`src/rtl/unidad_control.sv`:
```
// rtl/unidad_control.sv - hardwired FETCH/DECODE/EXEC control unit for unidad_procesadora
// Optional build macro: UCONTROL_SINGLE_STEP_EN adds the step input for single-instruction stepping.
module unidad_control #(
    parameter int              PC_W   = 8,
    parameter logic [PC_W-1:0] RST_PC = '0
) (
    input  logic            clk,
    input  logic            rst_n,
`ifdef UCONTROL_SINGLE_STEP_EN
    input  logic            step,
`endif
    output logic [PC_W-1:0] imem_addr,
    input  logic [15:0]     imem_data,
    input  logic [3:0]      flags,
    output logic [15:0]     control,
    output logic [3:0]      Constant_IN,
    output logic            mem_we,
    output logic            halted
);

    typedef enum logic [1:0] {
        S_FETCH  = 2'd0,
        S_DECODE = 2'd1,
        S_EXEC   = 2'd2,
        S_HALT   = 2'd3
    } state_t;

    localparam logic [3:0] OP_NOP  = 4'h0;
    localparam logic [3:0] OP_ADD  = 4'h1;
    localparam logic [3:0] OP_SUB  = 4'h2;
    localparam logic [3:0] OP_AND  = 4'h3;
    localparam logic [3:0] OP_OR   = 4'h4;
    localparam logic [3:0] OP_XOR  = 4'h5;
    localparam logic [3:0] OP_ADDI = 4'h6;
    localparam logic [3:0] OP_SHL  = 4'h7;
    localparam logic [3:0] OP_SHR  = 4'h8;
    localparam logic [3:0] OP_LD   = 4'h9;
    localparam logic [3:0] OP_ST   = 4'hA;
    localparam logic [3:0] OP_LDI  = 4'hB;
    localparam logic [3:0] OP_BR   = 4'hC;
    localparam logic [3:0] OP_JMP  = 4'hD;
    localparam logic [3:0] OP_HALT = 4'hF;

    localparam logic [3:0] ALU_PASSA = 4'b0000;
    localparam logic [3:0] ALU_ADD   = 4'b0001;
    localparam logic [3:0] ALU_PASSB = 4'b0110;
    localparam logic [1:0] SH_PASS   = 2'b00;
    localparam logic [1:0] SH_LEFT   = 2'b01;
    localparam logic [1:0] SH_RIGHT  = 2'b10;

    state_t          state, state_nx;
    logic [PC_W-1:0] pc, pc_nx;
    logic [15:0]     ir;
    logic [3:0]      flg, flg_nx;

    logic [3:0] op;
    logic [1:0] rd, ra, rb, cond;
    logic       c_fields, c_we, c_mb, c_mf, c_md;
    logic [3:0] c_alu;
    logic [1:0] c_sh;

    assign op        = ir[15:12];
    assign rd        = ir[11:10];
    assign ra        = ir[9:8];
    assign rb        = ir[7:6];
    assign cond      = ir[1:0];
    assign imem_addr = pc;

    always_ff @(posedge clk) begin
        if (!rst_n) begin
            state <= S_FETCH;
            pc    <= RST_PC;
            ir    <= 16'h0000;
            flg   <= 4'h0;
        end else begin
            state <= state_nx;
            pc    <= pc_nx;
            flg   <= flg_nx;
            if (state == S_DECODE) begin
                ir <= imem_data;
            end
        end
    end

    always_comb begin
        state_nx    = state;
        pc_nx       = pc;
        flg_nx      = flg;
        Constant_IN = 4'h0;
        mem_we      = 1'b0;
        halted      = 1'b0;
        c_fields    = 1'b0;
        c_we        = 1'b0;
        c_mb        = 1'b0;
        c_mf        = 1'b0;
        c_md        = 1'b0;
        c_alu       = ALU_PASSA;
        c_sh        = SH_PASS;

        case (state)
            S_FETCH: begin
`ifdef UCONTROL_SINGLE_STEP_EN
                if (step) begin
                    state_nx = S_DECODE;
                end
`else
                state_nx = S_DECODE;
`endif
            end
            S_DECODE: begin
                state_nx = S_EXEC;
                pc_nx    = pc + PC_W'(1);
            end
            S_EXEC: begin
                state_nx    = (op == OP_HALT) ? S_HALT : S_FETCH;
                Constant_IN = ir[5:2];
                c_fields    = 1'b1;
                case (op)
                    // Register-register opcodes share their encoding with the ALU code.
                    OP_ADD, OP_SUB, OP_AND, OP_OR, OP_XOR: begin
                        c_we  = 1'b1;
                        c_alu = op;
                    end
                    OP_ADDI: begin
                        c_we  = 1'b1;
                        c_mb  = 1'b1;
                        c_alu = ALU_ADD;
                    end
                    OP_SHL: begin
                        c_we = 1'b1;
                        c_mf = 1'b1;
                        c_sh = SH_LEFT;
                    end
                    OP_SHR: begin
                        c_we = 1'b1;
                        c_mf = 1'b1;
                        c_sh = SH_RIGHT;
                    end
                    OP_LD: begin
                        c_we = 1'b1;
                        c_md = 1'b1;
                    end
                    OP_ST: mem_we = 1'b1;
                    OP_LDI: begin
                        c_we  = 1'b1;
                        c_mb  = 1'b1;
                        c_alu = ALU_PASSB;
                    end
                    // pc already points past the branch, so the offset is relative to it.
                    OP_BR: begin
                        c_fields = 1'b0;
                        if (flg[cond]) begin
                            pc_nx = pc + PC_W'($signed(ir[7:2]));
                        end
                    end
                    OP_JMP: begin
                        c_fields = 1'b0;
                        pc_nx    = PC_W'(ir[9:2]);
                    end
                    OP_HALT: c_fields = 1'b0;
                    default: ;
                endcase
                if (op >= OP_ADD && op <= OP_SHR) begin
                    flg_nx = flags;
                end
            end
            S_HALT: halted = 1'b1;
            default: state_nx = S_FETCH;
        endcase

        control = c_fields ? {ra, rb, rd, c_we, c_mb, c_alu, c_sh, c_mf, c_md} : 16'h0000;
    end

    logic unused_nop;
    assign unused_nop = (op == OP_NOP);

endmodule
```
`config.mk`:
```
export PLATFORM = sky130hd
export DESIGN_NAME = unidad_control
export DESIGN_NICKNAME = d
export VERILOG_FILES = /design/src/rtl/unidad_control.sv
export SDC_FILE = /design/constraint.sdc
export NUM_CORES = 1
export LEC_CHECK = 0
export CAP_MARGIN = 15
export CORE_AREA = 2 2 66 80
export CTS_BUF_LIST = sky130_fd_sc_hd__clkbuf_16
export DETAILED_ROUTE_END_ITERATION = 16
export DIE_AREA = 0 0 68 82
export GPL_TIMING_DRIVEN = 0
export PLACE_DENSITY = 0.72
export SLEW_MARGIN = 5
export SYNTH_ARGS = -nofsm -noshare
export SYNTH_HDL_FRONTEND = slang
export SYNTH_SLANG_ARGS = --single-unit
```
`constraint.sdc`:
```
create_clock -name clk -period 4.8 [get_ports clk]
set_clock_uncertainty 0.2 [all_clocks]
set_input_delay 0.96 -clock clk [delete_from_list [all_inputs] [get_ports clk]]
set_output_delay 0.96 -clock clk [all_outputs]
set_load 0.01 [all_outputs]
```
# ---- Word-level counts from Yosys, hierarchy flattened
# Cells that the tools add are included.
dict set report word_totals {
  reg_bits 30
  latch_bits 0
  mem_bits_rw 0
  romBits 0
  n_memories 0
}
dict set report op_classes {
  add_sub_neg 2
  multipliers 0
  div 0
  order_cmp 3
  eq_ne 19
  shifts 0
  mux 26
  bitwise_logic 0
  n_reduce_logical 11
}
# cell count
set op_table {}
lappend op_table {{$pmux 8 s2} 2}
lappend op_table {{$eq 4x4->1 const B} 7}
lappend op_table {{$eq 4x3->1 const B} 4}
lappend op_table {{$mux 16} 1}
lappend op_table {{$mux 1} 14}
lappend op_table {{$pmux 4 s3} 1}
lappend op_table {{$reduce_or 10->1} 1}
lappend op_table {{$add 8x1->8 const B} 1}
lappend op_table {{$add 8x8->8} 1}
lappend op_table {{$eq 4x2->1 const B} 2}
lappend op_table {{$mux 4} 2}
lappend op_table {{$mux 8} 1}
lappend op_table {{$pmux 2 s3} 1}
lappend op_table {{$reduce_or 5->1} 1}
lappend op_table {{$eq 2x2->1 const B} 2}
lappend op_table {{$eq 4x1->1 const B} 1}
lappend op_table {{$ge 4x1->1 const B} 1}
lappend op_table {{$le 4x4->1 const B} 1}
lappend op_table {{$mux 2} 2}
lappend op_table {{$pmux 2 s2} 1}
lappend op_table {{$reduce_or 2->1} 2}
lappend op_table {{$lt 2x3->1 const B} 1}
lappend op_table {{$ne 3x1->1 const B} 1}
lappend op_table {{$ne 3x3->1 const B} 1}
lappend op_table {{other kinds (9)} 9}

# ---- Longest topological paths before layout
# Gate-level depths: netlist of the first run.
dict set report depth {
  depth_word 5
  mapped_depth 9
}

# ---- Least setup slack after synthesis of the first run
# Ideal clock, no wire load.
dict set report synth_path {
  path_type {reg-to-output}
  from {register state[0]}
  to {output control[1]}
  arrival_ns 1.700
  required_ns 3.640
  path_slack_ns 1.940
  stages_incl_launch_ff 8
  n_path_buf 2
  path_cell_list {dfxtp_1 -> inv_1 -> ha_1 -> clkbuf_1 -> buf_2 -> nand3_1 -> nor3b_1 -> or2_2}
}
dict set report synth_between {
  elab_chain_cells 3
  elab_cells_between_ends 4
  cone_classes {eq/ne: 1; mux: 3}
}
# item line
set synth_lines {}
lappend synth_lines {{from (decl)} 51} ;# state_t state, state_nx;
lappend synth_lines {{from (signal assigned)} 76} ;# state <= state_nx;
lappend synth_lines {{$eq 2x2->1 (*)} 100} ;# case (state)
lappend synth_lines {{$mux 1} 100}
lappend synth_lines {{$mux 16 (*)} 171} ;# control = c_fields ? {ra, rb, rd, c_we, c_mb, c_alu, c_sh, c_mf, c_md} : 16'h0000;
lappend synth_lines {{to (decl)} 15} ;# output logic [15:0] control,
# Every way passes the cells marked *; elsewhere a longest branch is shown, timed or not.

# ---- Worst setup path after layout of the first run
# Ends and elaborated chain as after synthesis.

==> metrics.txt, run 1 <==
Syn Nets=281; pre-CTS worst setup slack=1.38 ns; Storage cell area=601 sq um; worst hold endpoint=ir[11]; sequential area share after synthesis=0.289; Vias/cell=5.25; share of the synthesized area in the top cell type=0.289; clk slew on worst S/H paths=0.05 ns; Required @ worst endpoint=3.64 ns; Routed met2 length=2520 microns; fin crit share=0.779; YS warnings=0; max frequency=267 MHz; Crit-path slowest cell=clkdlybuf4s50_1; CTS tree=built; post_cts resized=0; Setup Viol. Count Final=0; Post-Syn Area=0.00208 sq mm; Num CTS Buffers=5; Final WS setup=1.06 ns; synth cell count leaders=nor2_1 (38), dfxtp_1 (30), mux2i_1 (25); Pwr per Cell Area=261 mW/mm^2; dominant synthesized flop cell=dfxtp_1; DRT antenna net count=0; Synth async-reset ratio=0; syn_area_per_cell=8.44 sq um; hold_buf cts=0; Hold Crit Class=reg -> reg; WHS Path Cells=2; min Tclk post-route=3.74 ns; ANT cells=0; EDFF count, synth=0; buffers added on ports=50; Final GP Congestion=0.777; IO Pins=52; CP Buf/Inv Count=4; post-synth top area cell=dfxtp_1; WL per Instance=13.9 microns; max_slew headroom=0.637; Setup CP Type=reg -> out; worst r2r src=state[0]; Max VDD drop=0.000169 V; total track usage=0.205; Max-Cap Viols=0; # DRC=0; setup tns final=0 ns; Root Buffer Master=clkbuf_16; number of global-route vias before repair=1898; layout cell share with drive strength beyond 1=0.0757; status=completed; Core Area=0.00483 sq mm; nets=338; utilization after layout=0.577; DR iter-0 viols=81; Synth Register Bits=30; highest routing layer actually used=met4; crit-path cells=inv_1, ha_1, clkbuf_1, buf_2, nand3_1, nor3b_1, or2_2, clkdlybuf4s50_1; Die Height=82 microns; crit-path max cell delay=0.53 ns; clock latency on the worst-skew pair=0.28 ns; P_leak=1.12 nW; Area growth syn-to-layout=34.3%; total number of vias=1911; Slew Viols, Final=0; crit-path max FO=10; Worst EP arrival=2.58 ns; RSZ-0062 raised after global routing=no; hold path start=ir[11]; Netlist cell types=53; Startpoint Class=register; multi-input logic area=0.00137 sq mm; Crit Reg-Reg Endpoint=flg[2]; Max clock buf depth=2; DR WL met3=198 microns; Final Hold Vio Count=0; initial antenna violation count=0; Sink Count=30; Worst Setup SP=state[0]; crit path capture type=output port; routed length on met1=2270 microns; Routed WL=5070 microns; Cells after Synth=246; first-pass GRT wire length=8710 microns; die width=68 microns; Row Count=28; ranking of synthesized cells by area=dfxtp_1 (29%), mux2i_1 (12%), ha_1 (7.2%); count leader, synth=nor2_1; setup repair bufs after CTS=0; largest net degree at the start of global routing=11; Filler Cell Count=445; starting density of the core=0.430; placed wire-length estimate=3780 microns; pin slew with the least headroom to its limit=0.544 ns; cell family with most CP delay=buffers and inverters; number of H-tree levels=2; total die area=0.00558 sq mm; GRT overflow=0; DR pass1 iterations=4; R2R setup slack=2.52 ns; R2R depth=7
[how the worst max path moves through the flow]
stage / slack [ns] / cells past startpoint / to
CTS: 1.06 / 8 / control[1]
floorplan: 1.94 / 7 / control[1]
finish: 1.06 / 8 / control[1]
global placement: 1.38 / 8 / control[1]
global route: 0.93 / 7 / control[1]
detailed placement: 1.38 / 7 / control[1]
[placed cells by master (no fill, tap or decap), types with 9 or more instances in the layout]
cell and count:
a21oi_1 10, and2_1 10, clkbuf_1 10, clkdlybuf4s50_1 50
dfxtp_1 30, ha_1 12, inv_1 9, mux2i_1 25
nand2_1 11, nor2_1 38
[registers in the layout, indices dropped and copies added (netlist names)]
signal	cells
flg	4
state	2
imem_addr	8
ir	16
[final cells by class]
class                           count  share of cell area
Tap cell                           60              0.0269
Buffer                             16              0.0251
Sequential cell                    30               0.215
Clock inverter                      3             0.00448
Inverter                            9              0.0121
Clock buffer                        5              0.0448
Multi-Input combinational cell    191               0.492
Timing Repair Buffer               50               0.179
[stage by stage]
stage	std cells	instance area (sq um)	power, mW	hold WS [ns]
2_1_floorplan	246	2080	0.387	0.252
3_3_place_gp	356	2650	0.436	0.268
3_5_place_dp	356	2650	0.440	0.279
4_1_cts	364	2790	0.734	0.288
5_1_grt	364	2790	0.766	0.325
6_report	364	2790	0.729	0.284
[routing by layer]
| metal | global-route usage | vias up |
|---|---|---|
| li1 | - | 985 |
| met1 | 0.249 | 877 |
| met2 | 0.356 | 41 |
| met3 | 0.0288 | 8 |
| met4 | 0.0840 | 0 |
| met5 | 0 | - |
[cells by family after synthesis]
kind of cell | after synthesis | synth area share
AO/OA/AOI/OAI | 44 | 0.169
XOR/XNOR | 6 | 0.0253
adder cells (fa/ha/maj) | 13 | 0.0819
buffers and inverters | 25 | 0.0500
flip-flops | 30 | 0.289
multiplexers | 27 | 0.137
other | 1 | 0.00181
AND/OR/NAND/NOR | 100 | 0.246
[report_power, final]
| part | switching (mW) | leakage, nW | internal [mW] |
|---|---|---|---|
| sequential | 0.0172 | 0.245 | 0.266 |
| clock | 0.108 | 0.0724 | 0.187 |
| combinational | 0.0793 | 0.807 | 0.0720 |
[tightest hold or removal path, stage by stage (launching register included)]
cell and delay (ns):
dfxtp_1 0.31, mux2i_1 0.06, nor2_1 0.07
Note: power is estimated with default switching activity, not from simulation.
==> run 2: changes to the inputs <==
PLACE_DENSITY = 0.75   (was 0.72)
clock period = 3.1 ns   (was 4.8 ns; I/O delays follow)
==> metrics.txt, run 2 (synthesized netlist as in run 1, its figures left out) <==
WL per Instance=13.9 microns; Final Hold Vio Count=0; largest reg by FF count=ir; Root Buffer Master=clkbuf_16; setup repair bufs after CTS=0; Final Instance Area=0.00281 sq mm; CTS tree=built; layout cell share with drive strength beyond 1=0.0861; Pwr per Cell Area=401 mW/mm^2; number of global-route vias before repair=1933; DR pass1 iterations=4; Vias/cell=5.35; largest net degree at the start of global routing=11; Filler Cell Count=447; GRT overflow=0; Setup Viol. Count Final=0; initial antenna violation count=0; placed wire-length estimate=3810 microns; WHS Path Cells=2; fin cells=362; pin slew with the least headroom to its limit=0.558 ns; Final GP Congestion=0.809; Required @ worst endpoint=2.28 ns; Setup CP Type=reg -> out; min Tclk post-route=3.03 ns; ANT cells=0; Row Count=28; RSZ-0062 raised after global routing=yes; worst r2r src=state[0]; crit-path max FO=7; die width=68 microns; Sink Count=30; Placed Instance Area=0.00265 sq mm; commonest non-fill, non-tap cell in the layout=clkdlybuf4s50_1; P_leak=1.12 nW; post-placement cell count=356; max frequency=330 MHz; R2R depth=8; Worst Setup SP=state[0]; nets=336; max_slew headroom=0.628; number of H-tree levels=2; Area growth syn-to-layout=35.1%; starting density of the core=0.430; Largest register FFs=16; Hold Crit Class=reg -> reg; DRT antenna net count=0; clk slew on worst S/H paths=0.05 ns; IO Pins=52; setup tns final=0 ns; Num CTS Buffers=5; status=completed; Core Area=0.00483 sq mm; Die Height=82 microns; DR iter-0 viols=80; Routed WL=5050 microns; commonest non-fill, non-tap cells in the layout=clkdlybuf4s50_1 (50), nor2_1 (37), dfxtp_1 (30); fin crit share=0.978; Slew Viols, Final=0; total track usage=0.201; clock latency on the worst-skew pair=0.27 ns; buffers added on ports=50; # DRC=0; total die area=0.00558 sq mm; crit path capture type=output port; Worst EP arrival=2.21 ns; Max-Cap Viols=0; Max clock buf depth=2; Max VDD drop=0.000276 V; hold path start=ir[10]; total number of vias=1935; first-pass GRT wire length=8560 microns; Startpoint Class=register
==> run 2: timing repair <==
action                                  in CTS  in global routing
cloned                                       0                  0
hold buffers                                 0                  0
gates resized for setup                      5                  1
endpoints found under the setup margin      13                  8
==> run 2: critical path, stage by stage (launching register included) <==
cell             delay (ns)
dfxtp_1                0.34
inv_1                  0.12
ha_4                   0.20
inv_1                  0.14
or3_1                  0.38
nor2_2                 0.13
or2_2                  0.12
clkdlybuf4s50_1        0.52
==> run 2: per-stage QoR <==
| stage | hold slack [ns] | utilization | setup slack (ns) | power (mW) |
|---|---|---|---|---|
| 6_report | 0.287 | 0.580 | 0.0667 | 1.13 |
| 5_1_grt | 0.344 | 0.580 | -0.0501 | 1.18 |
| 4_1_cts | 0.297 | 0.580 | 0.0284 | 1.14 |
| 3_5_place_dp | 0.286 | 0.549 | -0.0267 | 0.679 |
| 3_3_place_gp | 0.264 | 0.549 | -0.00617 | 0.675 |
| 2_1_floorplan | 0.252 | - | 0.580 | 0.599 |
==> run 2: report_power, final <==
part           internal, mW  leakage (nW)  total, mW  switching (mW)
logic                 0.113         0.808      0.235           0.121
registers             0.412         0.245      0.441          0.0289
clock network         0.288        0.0663      0.450           0.162
total                 0.813          1.12       1.13           0.312
==> run 2: area by class of cell <==
| cell class | instances | area [sq um] | share of cell area |
|---|---|---|---|
| multi-input combinational | 191 | 1390 | 0.496 |
| sequential | 30 | 601 | 0.214 |
| timing repair buffer | 50 | 500 | 0.178 |
| clock buffer | 5 | 125 | 0.0446 |
| tap | 60 | 75.1 | 0.0268 |
| buffer | 14 | 66.3 | 0.0236 |
| inverter | 9 | 33.8 | 0.0120 |
| clock inverter | 3 | 11.3 | 0.00401 |
==> run 2: path summary, 6_finish.rpt <==
| path | endpoint | slack [ns] |
|---|---|---|
| hold reg to reg | ir[10] | 0.29 |
| setup reg to reg | imem_addr[6] | 0.81 |
| hold / removal | ir[10] | 0.29 |
| setup / recovery | control[1] | 0.07 |
==> run 2: routing by layer <==
| metal | GRT usage | share of wire | up-vias |
|---|---|---|---|
| met5 | 0 | 0 | - |
| met4 | 0.104 | 0.024 | 0 |
| met3 | 0.0356 | 0.035 | 11 |
| met2 | 0.357 | 0.51 | 40 |
| met1 | 0.225 | 0.43 | 896 |
| li1 | - | - | 988 |
==> patch: new RTL, settings of run 2 <==
Change the parameter `PC_W` from 8 to 6.
--- a/src/rtl/unidad_control.sv
+++ b/src/rtl/unidad_control.sv
@@ -2,5 +2,5 @@
 // Optional build macro: UCONTROL_SINGLE_STEP_EN adds the step input for single-instruction stepping.
 module unidad_control #(
-    parameter int              PC_W   = 8,
+    parameter int              PC_W   = 6,
     parameter logic [PC_W-1:0] RST_PC = '0
 ) (
Ports: changed (resized imem_addr); port bits go from 52 to 50. The function was not compared with the original's and may differ.
==> patch against run 2 <==
Combinational power down 4%. Highest routed layer unchanged. Clock power down 34%. Sequential cell count down 2. Global-route usage down 4.0 points. Power down 17%. Sequential power down 6.8%. Die area unchanged. Wire length down 18%. Synthesized area down 9.6%. Critical endpoint is now control[12]. Design area down 11%. First-iteration DRC count down 45%. Setup slack better by 120 ps.
==> patch: results (changes against run 2) <==
Critical path
  • Capture instance of the worst register-to-register path: imem_addr[4] (was imem_addr[6])
  • Crit Reg-Reg Startpoint: imem_addr[0] (was state[0])
  • Worst-path maximum fanout: 10 (was 7)
  • CP Capture Point: control[12] (was control[1])
  • Worst endpoint data arrival time: 2090 ps (was 2210 ps)

Clock network
  • Reg clk slew, reported paths: 70 ps (was 50 ps)
  • Number of buffers inserted during clock tree synthesis: 3 (was 5)
  • H-tree depth: 1 (was 2)
  • CTS resizes: 2 (was 5)

Global routing
  • Pin count of the biggest net entering global routing: 20 (was 11)
  • First-pass GRT wire length: 7058 um (was 8562 um)
  • Met1 usage in global routing: 20.45% (was 22.48%)
  • GRT Total Usage: 16.09% (was 20.12%)
  • Number of global-route vias before repair: 1582 (was 1933)
  • Met2 Usage GRT: 27.77% (was 35.73%)

Synthesis
  • Post-synthesis xor/xnor area fraction: 1.865% (was 2.530%)
  • Compound-Gate Fraction of Synth Area: 14.59% (was 16.93%)
  • Nets in the synthesized netlist: 246 (was 281)
  • Leading cell types by total area after synthesis: sky130_fd_sc_hd__dfxtp_1 (30%), sky130_fd_sc_hd__mux2i_1 (13%), sky130_fd_sc_hd__nor2b_1 (8.3%) (was sky130_fd_sc_hd__dfxtp_1 (29%), sky130_fd_sc_hd__mux2i_1 (12%), sky130_fd_sc_hd__ha_1 (7.2%))
  • Mux share of post-synthesis cell area: 14.12% (was 13.67%)
  • Adder and majority cell fraction of the synthesized area: 7.728% (was 8.193%)
  • Synth Instances: 213 (was 246)
  • Synth top cells by count: sky130_fd_sc_hd__dfxtp_1 (28), sky130_fd_sc_hd__mux2i_1 (25), sky130_fd_sc_hd__nor2b_1 (25) (was sky130_fd_sc_hd__nor2_1 (38), sky130_fd_sc_hd__dfxtp_1 (30), sky130_fd_sc_hd__mux2i_1 (25))
  • Post-synthesis sequential area ratio: 29.85% (was 28.92%)

Pwr
  • Cell-internal power: 0.6766 mW (was 0.8135 mW)
  • Power per Cell Area: 372.9 nW/um^2 (was 401.3 nW/um^2)
  • Power dissipated in sequential cells: 0.411 mW (was 0.441 mW)
  • Static Leakage: 1.076 nW (was 1.119 nW)
  • Gate power share: 24.2% (was 20.9%)

Outcome
  • Result of the run: complete, no violations (unchanged)

Routing
  • Detailed-routing wirelength on met1: 1822 um (was 2172 um)
  • Met3 routed WL: 173 um (was 178 um)
  • Count of routing violations after the opening detailed-route iteration: 44 (was 80)

Layout
  • Count of filler cells inserted in the layout: 467 (was 447)
  • Count of non-filler cells in the finished layout: 323 (was 362)

Place
  • Port-buffer cells: 47 (was 50)
  • Detailed-placement wirelength estimate: 3273 um (was 3811 um)
  • Pre-CTS worst setup slack: 87.62 ps (was -26.69 ps)
  • Gpl congestion: 0.8760 (was 0.8094)
  • Area post-placement: 2424 sq um (was 2653 sq um)

Hold path
  • Min-Delay Endpoint: ir[9] (was ir[10])
  • Start point of the worst min-delay path: ir[9] (was ir[10])

STA
  • Worst hold-check slack: 314.1 ps (was 286.9 ps)
## patch: cell count changes after synthesis, moves of 3 or more
cell,run 2,this run
sky130_fd_sc_hd__nor2_1,38,11
sky130_fd_sc_hd__nor2b_1,1,25
sky130_fd_sc_hd__inv_1,8,5
sky130_fd_sc_hd__nand3b_1,3,0
sky130_fd_sc_hd__nand2b_1,4,1
sky130_fd_sc_hd__o21a_1,0,5
sky130_fd_sc_hd__nand3_1,8,3
sky130_fd_sc_hd__clkbuf_1,10,4
sky130_fd_sc_hd__nand2_1,11,15
sky130_fd_sc_hd__buf_4,1,4
sky130_fd_sc_hd__a211oi_1,5,0
## patch: layout make-up
class / count / area [sq um] / area share (%)
Multi-Input combinational cell: 167 / 1219 / 48.70
Sequential cell: 28 / 560.5 / 22.40
Timing Repair Buffer: 47 / 470.5 / 18.80
Buffer: 12 / 80.08 / 3.200
Clock buffer: 3 / 75.07 / 3.000
Tap cell: 60 / 75.07 / 3.000
Inverter: 5 / 18.77 / 0.7500
Clock inverter: 1 / 3.754 / 0.1500
